[src/rtl/pattern_scan_scheduler.sv]
// Round-robin scheduler sharing one serial 2-of-3 pattern detector among NREQ requesters.
// The granted word is shifted MSB-first, detector hits are counted, and the count is returned with the requester id.
module pattern_scan_scheduler #(
    parameter int NREQ  = 4,
    parameter int WIDTH = 8,
    parameter int CW    = $clog2(WIDTH + 1),
    parameter int IW    = $clog2(NREQ)
) (
    input  logic                  clk,
    input  logic                  rstb,
    input  logic                  sched_en_i,
    input  logic [NREQ-1:0]       req_valid_i,
    input  logic [NREQ*WIDTH-1:0] req_data_i,
    output logic [NREQ-1:0]       req_ready_o,
    output logic                  det_enable_o,
    output logic                  det_serial_o,
    input  logic                  det_hit_i,
    output logic                  resp_valid_o,
    input  logic                  resp_ready_i,
    output logic [IW-1:0]         resp_id_o,
    output logic [CW-1:0]         resp_count_o,
    output logic                  busy_o
);
    localparam int XW = $clog2(WIDTH);

    typedef enum logic [1:0] {IDLE, SHIFT, DRAIN, RESP} state_t;

    state_t           state_q, state_d;
    logic [WIDTH-1:0] word_q, word_d;
    logic [IW-1:0]    id_q, id_d;
    logic [IW-1:0]    rr_ptr_q, rr_ptr_d;
    logic [CW-1:0]    count_q, count_d;
    logic [XW-1:0]    idx_q, idx_d;

    logic             win_found;
    logic [IW-1:0]    win_id;
    logic [IW-1:0]    cand;
    logic             grant;
    logic [CW-1:0]    hit_inc;

    // Search starts one past the previous winner so every requester gets a turn.
    always_comb begin
        win_found = 1'b0;
        win_id    = '0;
        cand      = '0;
        for (int k = 1; k <= NREQ; k++) begin
            cand = IW'((int'(rr_ptr_q) + k) % NREQ);
            if (!win_found && req_valid_i[cand]) begin
                win_found = 1'b1;
                win_id    = cand;
            end
        end
    end

    assign grant   = (state_q == IDLE) && sched_en_i && win_found;
    assign hit_inc = {{(CW-1){1'b0}}, det_hit_i};

    always_comb begin
        state_d  = state_q;
        word_d   = word_q;
        id_d     = id_q;
        rr_ptr_d = rr_ptr_q;
        count_d  = count_q;
        idx_d    = idx_q;
        case (state_q)
            IDLE: begin
                if (grant) begin
                    word_d   = req_data_i[win_id*WIDTH +: WIDTH];
                    id_d     = win_id;
                    rr_ptr_d = win_id;
                    count_d  = '0;
                    idx_d    = XW'(WIDTH - 1);
                    state_d  = SHIFT;
                end
            end
            SHIFT: begin
                // The hit seen in the first shift cycle belongs to no bit of this word.
                if (idx_q != XW'(WIDTH - 1)) begin
                    count_d = count_q + hit_inc;
                end
                if (idx_q == '0) begin
                    state_d = DRAIN;
                end else begin
                    idx_d = idx_q - XW'(1);
                end
            end
            DRAIN: begin
                count_d = count_q + hit_inc;
                state_d = RESP;
            end
            RESP: begin
                if (resp_ready_i) begin
                    state_d = IDLE;
                end
            end
            default: state_d = IDLE;
        endcase
    end

    always_ff @(posedge clk or negedge rstb) begin
        if (!rstb) begin
            state_q  <= IDLE;
            word_q   <= '0;
            id_q     <= '0;
            rr_ptr_q <= IW'(NREQ - 1);
            count_q  <= '0;
            idx_q    <= '0;
        end else begin
            state_q  <= state_d;
            word_q   <= word_d;
            id_q     <= id_d;
            rr_ptr_q <= rr_ptr_d;
            count_q  <= count_d;
            idx_q    <= idx_d;
        end
    end

    // Grant strobe is combinational, so it is masked while reset is held.
    assign req_ready_o  = (grant && rstb) ? (NREQ'(1) << win_id) : '0;
    assign det_enable_o = (state_q == SHIFT);
    assign det_serial_o = det_enable_o & word_q[idx_q];
    assign resp_valid_o = (state_q == RESP);
    assign resp_id_o    = resp_valid_o ? id_q : '0;
    assign resp_count_o = resp_valid_o ? count_q : '0;
    assign busy_o       = (state_q != IDLE);

endmodule

[config.mk]
export PLATFORM = sky130hd
export DESIGN_NAME = pattern_scan_scheduler
export DESIGN_NICKNAME = d
export VERILOG_FILES = /design/src/rtl/pattern_scan_scheduler.sv
export SDC_FILE = /design/constraint.sdc
export NUM_CORES = 1
export LEC_CHECK = 0
export BUFFER_PORTS_ARGS = -buffer_cell sky130_fd_sc_hd__buf_2
export CORE_AREA = 2 2 64 66
export DETAILED_ROUTE_END_ITERATION = 7
export DIE_AREA = 0 0 66 68
export PLACE_DENSITY_LB_ADDON = 0.15
export SYNTH_ARGS = -nofsm -noshare
export SYNTH_HDL_FRONTEND = slang
export SYNTH_SLANG_ARGS = --single-unit
[constraint.sdc]
create_clock -name clk -period 5.05 [get_ports clk]
set_clock_uncertainty 0.1 [all_clocks]
set_input_delay 0.2525 -clock clk [delete_from_list [all_inputs] [get_ports clk]]
set_output_delay 0.2525 -clock clk [all_outputs]
set_load 0.005 [all_outputs]
# ---- Yosys cells after proc, flatten, opt, wreduce, memory -nomap -nowiden
# Index checks and enable logic that the tools add are counted.
# Widths: inputs -> output; s select.
dict set report word_totals {
  wordCells 78
  output_inout_bits 14
  regBits 21
  inputBits 41
}
dict set report classes {
  shifts 2
  bitwise_logic 1
  n_reduce_logical 18
  eq_ne 9
  add_sub_neg 6
  n_mux 31
  magnitude_cmp 5
}
# cell n
set ops {}
lappend ops {{$shiftx 32x6->8} 1}
lappend ops {{$mux 2} 8}
lappend ops {{$mux 4} 4}
lappend ops {{$lt 2x3->1 const B} 4}
lappend ops {{$pmux 4 s3} 1}
lappend ops {{$mux 1} 9}
lappend ops {{$reduce_and 3->1} 3}
lappend ops {{$bmux 1 s2} 4}
lappend ops {{$pmux 2 s4} 1}
lappend ops {{$logic_and 1x1->1} 6}
lappend ops {{$mux 3} 2}
lappend ops {{$ne 2x1->1 const B} 3}
lappend ops {{$pmux 3 s2} 1}
lappend ops {{$add 2x1->2 const B} 2}
lappend ops {{$add 2x2->2 const B} 2}
lappend ops {{$add 4x1->4} 1}
lappend ops {{$eq 2x2->1 const B} 2}
lappend ops {{$lt 3x4->1 const B} 1}
lappend ops {{$ne 2x2->1 const B} 2}
lappend ops {{$reduce_bool 2->1} 2}
lappend ops {{$shl 1x2->4 const A} 1}
lappend ops {{$bmux 1 s3} 1}
lappend ops {{$logic_not 1->1} 3}
lappend ops {{$logic_not 3->1} 1}
lappend ops {{7 further kinds} 7}

# ---- Logic depth before layout (Yosys ltp)
# Gate-level depths: netlist of the first run.
dict set report logic_depth {
  word_depth 16
  mapped_depth 7
  depth_no_buf 7
}

# ---- Least setup slack after synthesis of the first run
# OpenSTA, ideal clock, no wires.
dict set report synth_timing {
  path_kind {register to output}
  start {reg rr_ptr_q[1]}
  end {out req_ready_o[2]}
  path_stages_with_launch 7
  t_arrival_ps 1539
  slack_ps 3159
  n_path_buf 2
  cell_sequence {dfstp_2 > nand3b_1 > a31oi_1 > buf_4 > buf_6 > nand3_1 > a211oi_1}
}
dict set report synth_via {
  elab_chain_len 16
  word_cells_on_any_way 30
}
# item line_no
set synth_lines {}
lappend synth_lines {{from (decl)} 31} ;# logic [IW-1:0] rr_ptr_q, rr_ptr_d;
lappend synth_lines {{from (signal assigned)} 105} ;# rr_ptr_q <= IW'(NREQ - 1);
lappend synth_lines {{from (signal assigned)} 112} ;# rr_ptr_q <= rr_ptr_d;
lappend synth_lines {{$add 2x1->2} 47} ;# cand = IW'((int'(rr_ptr_q) + k) % NREQ);
lappend synth_lines {{$bmux 1 s2} 48} ;# if (!win_found && req_valid_i[cand]) begin
lappend synth_lines {{$mux 1 (implied by the code)} 48}
lappend synth_lines {{$mux 1} 48}
lappend synth_lines {{$logic_not 1->1} 48}
lappend synth_lines {{$logic_and 1x1->1} 48}
lappend synth_lines {{$mux 1} 48}
lappend synth_lines {{$logic_not 1->1} 48}
lappend synth_lines {{$logic_and 1x1->1} 48}
lappend synth_lines {{$mux 1} 48}
lappend synth_lines {{$logic_not 1->1} 48}
lappend synth_lines {{$logic_and 1x1->1} 48}
lappend synth_lines {{$mux 1} 48}
lappend synth_lines {{$logic_and 1x1->1} 55} ;# assign grant = (state_q == IDLE) && sched_en_i && win_found;
lappend synth_lines {{$logic_and 1x1->1} 119} ;# assign req_ready_o = (grant && rstb) ? (NREQ'(1) << win_id) : '0;
lappend synth_lines {{$mux 4 (*)} 119}
lappend synth_lines {{to (decl)} 14} ;# output logic [NREQ-1:0] req_ready_o,
# Mark *: on every way between the ends. The rest lies on a longest branch, timed or not. The select of a mux whose other input is x is not followed.

# ---- Final worst setup path of the first run
dict set report layout_timing {
  start {reg state_q[0]}
  end {out req_ready_o[2]}
}
dict set report layout_via {
  elab_chain_len 5
}
# item line_no
set layout_lines {}
lappend layout_lines {{from (decl)} 28} ;# state_t state_q, state_d;
lappend layout_lines {{from (signal assigned)} 109} ;# state_q <= state_d;
lappend layout_lines {{$logic_not 2->1} 55}
lappend layout_lines {{$logic_and 1x1->1 (2 in a row)} 55}
lappend layout_lines {{$logic_and 1x1->1} 119}
lappend layout_lines {{$mux 4} 119}
# Every way passes these cells.

==> metrics.csv, run 1 <==
stage;metric;value;unit
hold_path;hold depth;3;
route;Routed Antenna Nets;0;
cts;post-cts repair resize count;0;
synth;syn_nets;194;
worst_setup_path;Worst EP required;4.70;ns
layout;most frequent cells in the layout;54 x buf_2, 19 x dfrtp_1, 17 x mux2i_1;
route;DR DRC count;0;
hold_path;Hold WC Path Type;in2reg;
sta;Period minus WS final;2.368;ns
sta;RSZ-0062 raised after global routing;false;
die;IO Count;55;
global_routing;total global-route track usage;15.02;%
cts;CTS tree;done;
cts;hold_buf cts;1;
job;max-cap violation count;0;
layout;count of nets after finishing;252;
layout;share of post-route cells with drive strength above 1;35.00;%
cts;TritonCTS buffer count;3;
pwr;PwrDens;479.2;nW/um^2
route;drt first-iter violations;30;
layout;Antenna Cells;0;
worst_setup_path;length in cells of the worst reg-to-reg path;6;
die;CORE AREA;3856;sq um
global_routing;initial antenna violation count;0;
pwr;Pleak;0.9605;nW
pwr;worst vdd ir;0.0002303;V
outcome;outcome;finished, final reports clean;
sta;PnR worst setup slack;2.682;ns
die;Die Area;4488;sq um
cts;TritonCTS sink count;21;
route;drt first pass iters;4;
die;die width;66;microns
sta;Final Setup Violations;0;
die;# rows;23;
worst_setup_path;RR Endpoint;word_q[3]$_DFFE_PN0P_;
route;DR vias/cell;5.024;
synth;Synth cell types;36;
synth;Mapped Cells;143;
cts;clock-pin slew on the worst setup and hold paths;0.08;ns
synth;Top FF cell, synth;dfrtp_1;
synth;Post-synth EDFFs;0;
global_routing;vias in the first global route;1187;
global_routing;first-pass GRT wire length;5209;microns
sta;Final Cycle Share;46.89;%
hold_path;hold_sp;req_data_i[1];
global_routing;met1 Usage GRT;19.57;%
worst_setup_path;Worst R2R Setup Slack;2.98;ns
global_routing;met3 Usage GRT;1.974;%
placement;GPL Wtd Cong;0.7474;
worst_setup_path;kind of critical path;reg2out;
sta;Final Hold Slack;0.2044;ns
worst_setup_path;critical path capture point type;output port;
cts;worst-case clock buffer depth;2;
global_routing;GR Util met2;25.38;%
layout;commonest non-fill, non-tap cell in the layout;buf_2;
global_routing;busiest grt layer;met2;
route;Via Count;1256;
route;routed wire length;3249;microns
synth;post-synthesis async set-or-reset flop share;100.0;%
die;Die Span Y;68;microns
synth;mapped cell area;1450;sq um
sta;Worst Tran Pin Value;0.6964;ns
route;average wire per standard cell;13.00;microns
global_routing;GRT overflow;0;
sta;Fmax;0.4223;GHz
worst_setup_path;crit-path max FO;10;
layout;area grow syn2layout;25.97;%
layout;final core utilization;47.37;%
cts;CTS H-Tree Depth;1;
hold_path;WHS Endpoint;word_q[1]$_DFFE_PN0P_;
worst_setup_path;R2R Path Start;state_q[0]$_DFFE_PN0P_;
sta;Slew HR;52.97;%
cts;clock latency on the worst-skew pair;0.26;ns
synth;Mean Syn Cell Area;10.14;sq um
worst_setup_path;Worst Path Arrival;2.02;ns
placement;Port Buf Inserts;54;
synth;synth warn;0;
placement;Place WS;2.966;ns
layout;Filler Cell Count;387;
cts;CTS root buf;clkbuf_8;
sta;post-route setup TNS;0;ns
worst_setup_path;Startpoint Class;flip-flop;
sta;Final Hold Viols;0;
synth;register area share after synthesis;36.41;%
cts;post-CTS setup buffers;0;
placement;Detailed Place HPWL;2523;microns
synth;#FFs+latches synth;21;
die;Starting Density;37.61;%
global_routing;largest net degree at the start of global routing;25;
pwr;post-layout total power;0.8754;mW
sta;final slew viol count;0;
## sequential cells by signal, indices dropped and copies added (netlist names)
name,flops
idx_q,3
word_q,8
state_q,2
id_q,2
rr_ptr_q,2
count_q,4
## through the flow
stage | area [sq um] | cells
2_1_floorplan | 1450 | 143
3_3_place_gp | 1770 | 245
3_5_place_dp | 1770 | 245
4_1_cts | 1827 | 250
5_1_grt | 1827 | 250
6_report | 1827 | 250
## kinds of logic (layout without fill, tap and decap cells)
group | Yosys count | count (layout) | share of synthesized area, %
AOI/OAI and AO/OA | 35 | 35 | 18.55
buffers and inverters | 11 | 68 | 3.882
DFF | 21 | 21 | 36.41
muxes | 21 | 21 | 16.39
and+or+nand+nor | 44 | 44 | 15.53
xor gates and xnor gates | 1 | 1 | 0.6041
adders and majority gates | 10 | 10 | 8.628
## worst max-delay path by stage
stage | end | start | slack, ns
2_1_floorplan | req_ready_o[2] | rr_ptr_q[1]$_DFFE_PN1P_ | 3.16
3_3_place_gp | req_ready_o[2] | state_q[0]$_DFFE_PN0P_ | 3.02
3_5_place_dp | req_ready_o[2] | state_q[0]$_DFFE_PN0P_ | 2.97
4_1_cts | req_ready_o[2] | state_q[0]$_DFFE_PN0P_ | 2.67
5_1_grt | req_ready_o[2] | state_q[1]$_DFFE_PN0P_ | 2.49
6_report | req_ready_o[2] | state_q[0]$_DFFE_PN0P_ | 2.68
## metal layers
metal	up-vias	share of wire, %	wire length [microns]
met3	4	3.7	119
met1	583	48	1562
met2	28	47	1534
li1	641	-	-
met5	-	0	0
met4	0	1.0	33
## report_power, final
part / switching (mW) / total, mW / internal [mW] / leakage, nW
sequential: 0.0594 / 0.306 / 0.246 / 0.249
combinational: 0.243 / 0.459 / 0.215 / 0.686
clock: 0.0559 / 0.111 / 0.0550 / 0.0255
## critical path, stage by stage (launching register included)
cell and delay, ns:
dfrtp_1 0.41, inv_1 0.13, ha_1 0.26, inv_1 0.14, nor2_2 0.34, nand3_1 0.15
a211oi_1 0.18, buf_2 0.14
## synthesized netlist by cell type, types with 2 or more instances
cell type | instances | area share (%)
a211oi_1 | 2 | 1.0
a21o_1 | 4 | 2.1
a22o_1 | 2 | 1.2
a31oi_1 | 3 | 1.3
and2_1 | 7 | 3.0
buf_4 | 2 | 1.0
dfrtp_1 | 19 | 33
dfstp_2 | 2 | 3.6
ha_1 | 10 | 8.6
inv_1 | 8 | 2.1
mux2_2 | 2 | 1.6
mux2i_1 | 17 | 12
mux4_2 | 2 | 3.1
nand2_1 | 15 | 3.9
nand2b_1 | 4 | 1.7
nand3_1 | 4 | 1.4
nor2_1 | 5 | 1.3
nor2b_1 | 2 | 0.86
nor3_1 | 2 | 0.69
o21a_1 | 3 | 1.6
o21ai_0 | 7 | 2.4
o221ai_1 | 7 | 4.2
## cell type report
cell class / count / area [sq um] / area share [%]
well taps: 50 / 62.56 / 3.425
inverters: 8 / 30.03 / 1.644
flip-flops and latches: 21 / 528.0 / 28.90
clock buffers: 3 / 41.29 / 2.260
clock inverters: 1 / 5.005 / 0.2740
multi-input cells: 111 / 872.1 / 47.74
repair buffers: 56 / 287.8 / 15.75
Power figures use the tool's default switching activity.
==> run 2: changes to the inputs <==
ABC_AREA = 1   (was unset)
CORE_AREA = 2 2 71 73   (was 2 2 64 66)
DIE_AREA = 0 0 73 75   (was 0 0 66 68)
clock period = 2.1 ns   (was 5.05 ns; I/O delays follow)
==> run 2 against run 1 <==
The run now ends with setup timing left. Via count is 51% higher. Final cell count up 65%. Worst hold slack got worse by 0.075 ns. Non-clock buffer count grew 21. Synthesized cell count rose by 99%. Global-route usage is 1.9 points higher. Highest routed layer is now met3.
==> metrics.csv, run 2 <==
stage;metric;value;unit
route;drt first-iter violations;101;
sta;Period minus WS final;2.205;ns
pwr;PwrDens;1733;nW/um^2
pwr;Clk pwr share;6.2;%
route;Via Count;1898;
layout;commonest non-fill, non-tap cell in the layout;nand2_1;
sta;RSZ-0062 raised after global routing;true;
cts;CTS root buf;clkbuf_8;
cts;clock-pin slew on the worst setup and hold paths;0.08;ns
die;CORE AREA;4661;sq um
placement;Port Buf Inserts;54;
synth;Mean Syn Cell Area;6.427;sq um
sta;Final Hold Slack;0.1292;ns
outcome;failing checks;setup timing;
layout;biggest regs;word_q x8, count_q x4, idx_q x3;
layout;area grow syn2layout;36.20;%
synth;most frequent cell after synthesis;nand2_1;
layout;Filler Cell Count;487;
sta;PnR worst setup slack;-0.1047;ns
sta;final slew viol count;0;
global_routing;largest net degree at the start of global routing;22;
pwr;switching share of power;52.04;%
synth;synth top area cells;nand2_1 27%, dfrtp_1 26%, nand3_1 7.4%;
synth;register area share after synthesis;28.83;%
sta;Final Hold Viols;0;
sta;Fmax;0.4536;GHz
worst_setup_path;Worst R2R Setup Slack;0;ns
placement;Detailed Place HPWL;3251;microns
worst_setup_path;Crit path buffers/inverters;4;
global_routing;vias in the first global route;1771;
layout;Antenna Cells;0;
layout;count of nets after finishing;410;
cts;clock latency on the worst-skew pair;0.26;ns
sta;Worst Tran Pin Value;0.3179;ns
synth;Top FF cell, synth;dfrtp_1;
route;DR vias/cell;4.607;
layout;share of post-route cells with drive strength above 1;36.87;%
route;DR DRC count;0;
worst_setup_path;critical path capture point type;output port;
worst_setup_path;CP peak stage delay;0.57;ns
route;drt first pass iters;4;
synth;mapped cell area;1832;sq um
layout;cell area after layout;2495;sq um
outcome;outcome;finished, violations left;
sta;Slew HR;78.81;%
cts;TritonCTS buffer count;3;
die;IO Count;55;
layout;most frequent cells in the layout;117 x nand2_1, 54 x buf_2, 23 x nand3_1;
layout;Top reg by flops;word_q;
worst_setup_path;slowest CP cell;dfstp_2;
die;# rows;25;
global_routing;first-pass GRT wire length;7472;microns
hold_path;Hold WC Path Type;in2reg;
die;die width;73;microns
placement;GPL Wtd Cong;0.8501;
die;Die Area;5475;sq um
placement;placed cell areas;2162;sq um
layout;max reg flops;8;
pwr;Seq pwr share;16.9;%
synth;Mapped Cells;285;
synth;Post-synth top cells;130 x nand2_1, 27 x nand3_1, 23 x inv_1;
synth;area share of the largest cell type after synthesis;26.64;%
cts;worst-case clock buffer depth;2;
worst_setup_path;crit-path max FO;7;
route;routed wire length;4433;microns
global_routing;total global-route track usage;16.95;%
route;Routed Antenna Nets;0;
synth;synth warn;0;
synth;post-synthesis async set-or-reset flop share;100.0;%
layout;Reg area;528.0;sq um
layout;Non-Filler Instances;412;
die;Die Span Y;75;microns
cts;CTS H-Tree Depth;1;
cts;CTS tree;done;
worst_setup_path;CP delay by family, top;simple AND/OR/NAND/NOR gates;
pwr;Comb pwr share;77.0;%
die;Starting Density;39.30;%
pwr;internal power;2.073;mW
worst_setup_path;Startpoint Class;flip-flop;
sta;post-route setup TNS;-0.3451;ns
sta;Final Setup Violations;4;
pwr;Pleak;1.490;nW
pwr;post-layout total power;4.323;mW
pwr;worst vdd ir;0.0008037;V
synth;Synth cell types;25;
worst_setup_path;Worst Path Arrival;2.00;ns
synth;syn_nets;336;
synth;#FFs+latches synth;21;
worst_setup_path;Worst EP required;1.89;ns
worst_setup_path;worst-path cell chain;buf_12, inv_8, nand2_2, nand2_2, nand2_4, nand2_4, nor2_8, and3_4, nor2_4, buf_6, nor3_2, buf_2;
layout;area of the multi-input gates;1266;sq um
synth;post-synth top area cell;nand2_1;
worst_setup_path;kind of critical path;reg2out;
placement;placed cells;393;
sta;Final Cycle Share;105.0;%
job;max-cap violation count;0;
global_routing;initial antenna violation count;0;
synth;Post-synth EDFFs;0;
pwr;Sw Pwr;2.250;mW
route;average wire per standard cell;10.76;microns
cts;TritonCTS sink count;21;
global_routing;GRT overflow;0;
-- run 2: cell types whose count changed after synthesis, moves of 5 or more --
cell | previous run | this run
o21ai_0 | 7 | 13
inv_1 | 8 | 23
nand3_1 | 4 | 27
and2_1 | 7 | 0
mux2i_1 | 17 | 0
buf_2 | 0 | 5
nand2_1 | 15 | 130
o221ai_1 | 7 | 0
nor2_1 | 5 | 13
nand2_2 | 1 | 16
-- run 2: worst min-delay path: stages --
cell and delay [ns]:
buf_2 0.08, nand2_1 0.04, nand2_1 0.05, nand2_1 0.04
nand2_1 0.06, nand2_1 0.04, nand2_1 0.05
-- run 2: path summary, 6_finish.rpt --
check | start | end | cells past startpoint
hold reg to reg | id_q[1]$_DFFE_PN0P_ | id_q[1]$_DFFE_PN0P_ | 2
max in group asynchronous | rstb | rr_ptr_q[0]$_DFFE_PN1P_ | 3
setup / recovery | rr_ptr_q[0]$_DFFE_PN1P_ | req_ready_o[2] | 12
setup reg to reg | rr_ptr_q[0]$_DFFE_PN1P_ | word_q[3]$_DFFE_PN0P_ | 17
hold / removal | req_data_i[1] | word_q[1]$_DFFE_PN0P_ | 7
min in group asynchronous | rstb | word_q[5]$_DFFE_PN0P_ | 3
-- run 2: metal layers --
metal,vias up,wire length [microns],track usage (%)
li1,1027,-,-
met1,837,2061,22.06
met4,0,0,1.852
met3,0,160,3.614
met5,-,0,0
met2,34,2211,29.93
-- run 2: final cells by class --
class                           count  share of cell area, %
Clock buffer                        4                  1.805
Inverter                           28                  4.614
Multi-Input combinational cell    228                  50.75
Sequential cell                    21                  21.16
Tap cell                           54                  2.708
Timing Repair Buffer               77                  18.96
-- run 2: repair_timing --
item,4_1_cts,5_1_grt
pin swaps,13,17
resized for setup,26,17
endpoints found under the hold margin,19,0
hold buffers,1,0
endpoints found under the setup margin,8,20
buffers inserted,10,4
-- run 2: stage by stage --
stage          setup WS [ns]  util [%]
2_1_floorplan         0.1994         -
3_3_place_gp         0.01930     46.39
3_5_place_dp       -0.001075     46.39
4_1_cts              -0.1139     51.36
5_1_grt              -0.2146     53.53
6_report             -0.1047     53.53
-- run 2: kinds of logic after synthesis --
family,share of synthesized area (%)
simple gates,47.75
compound gates,5.465
fa+ha+maj,6.831
flops,28.83
xor+xnor,1.435
buf+inv,9.699
-- run 2: power by group through the flow --
stage | registers [mW] | logic, mW | clock network [mW]
after global routing | 0.755 | 3.80 | 0.292
after CTS | 0.728 | 3.14 | 0.275
final | 0.728 | 3.33 | 0.266
after detailed placement | 0.758 | 2.67 | 0
after floorplan | 0.695 | 2.27 | 0
after global placement | 0.755 | 2.66 | 0
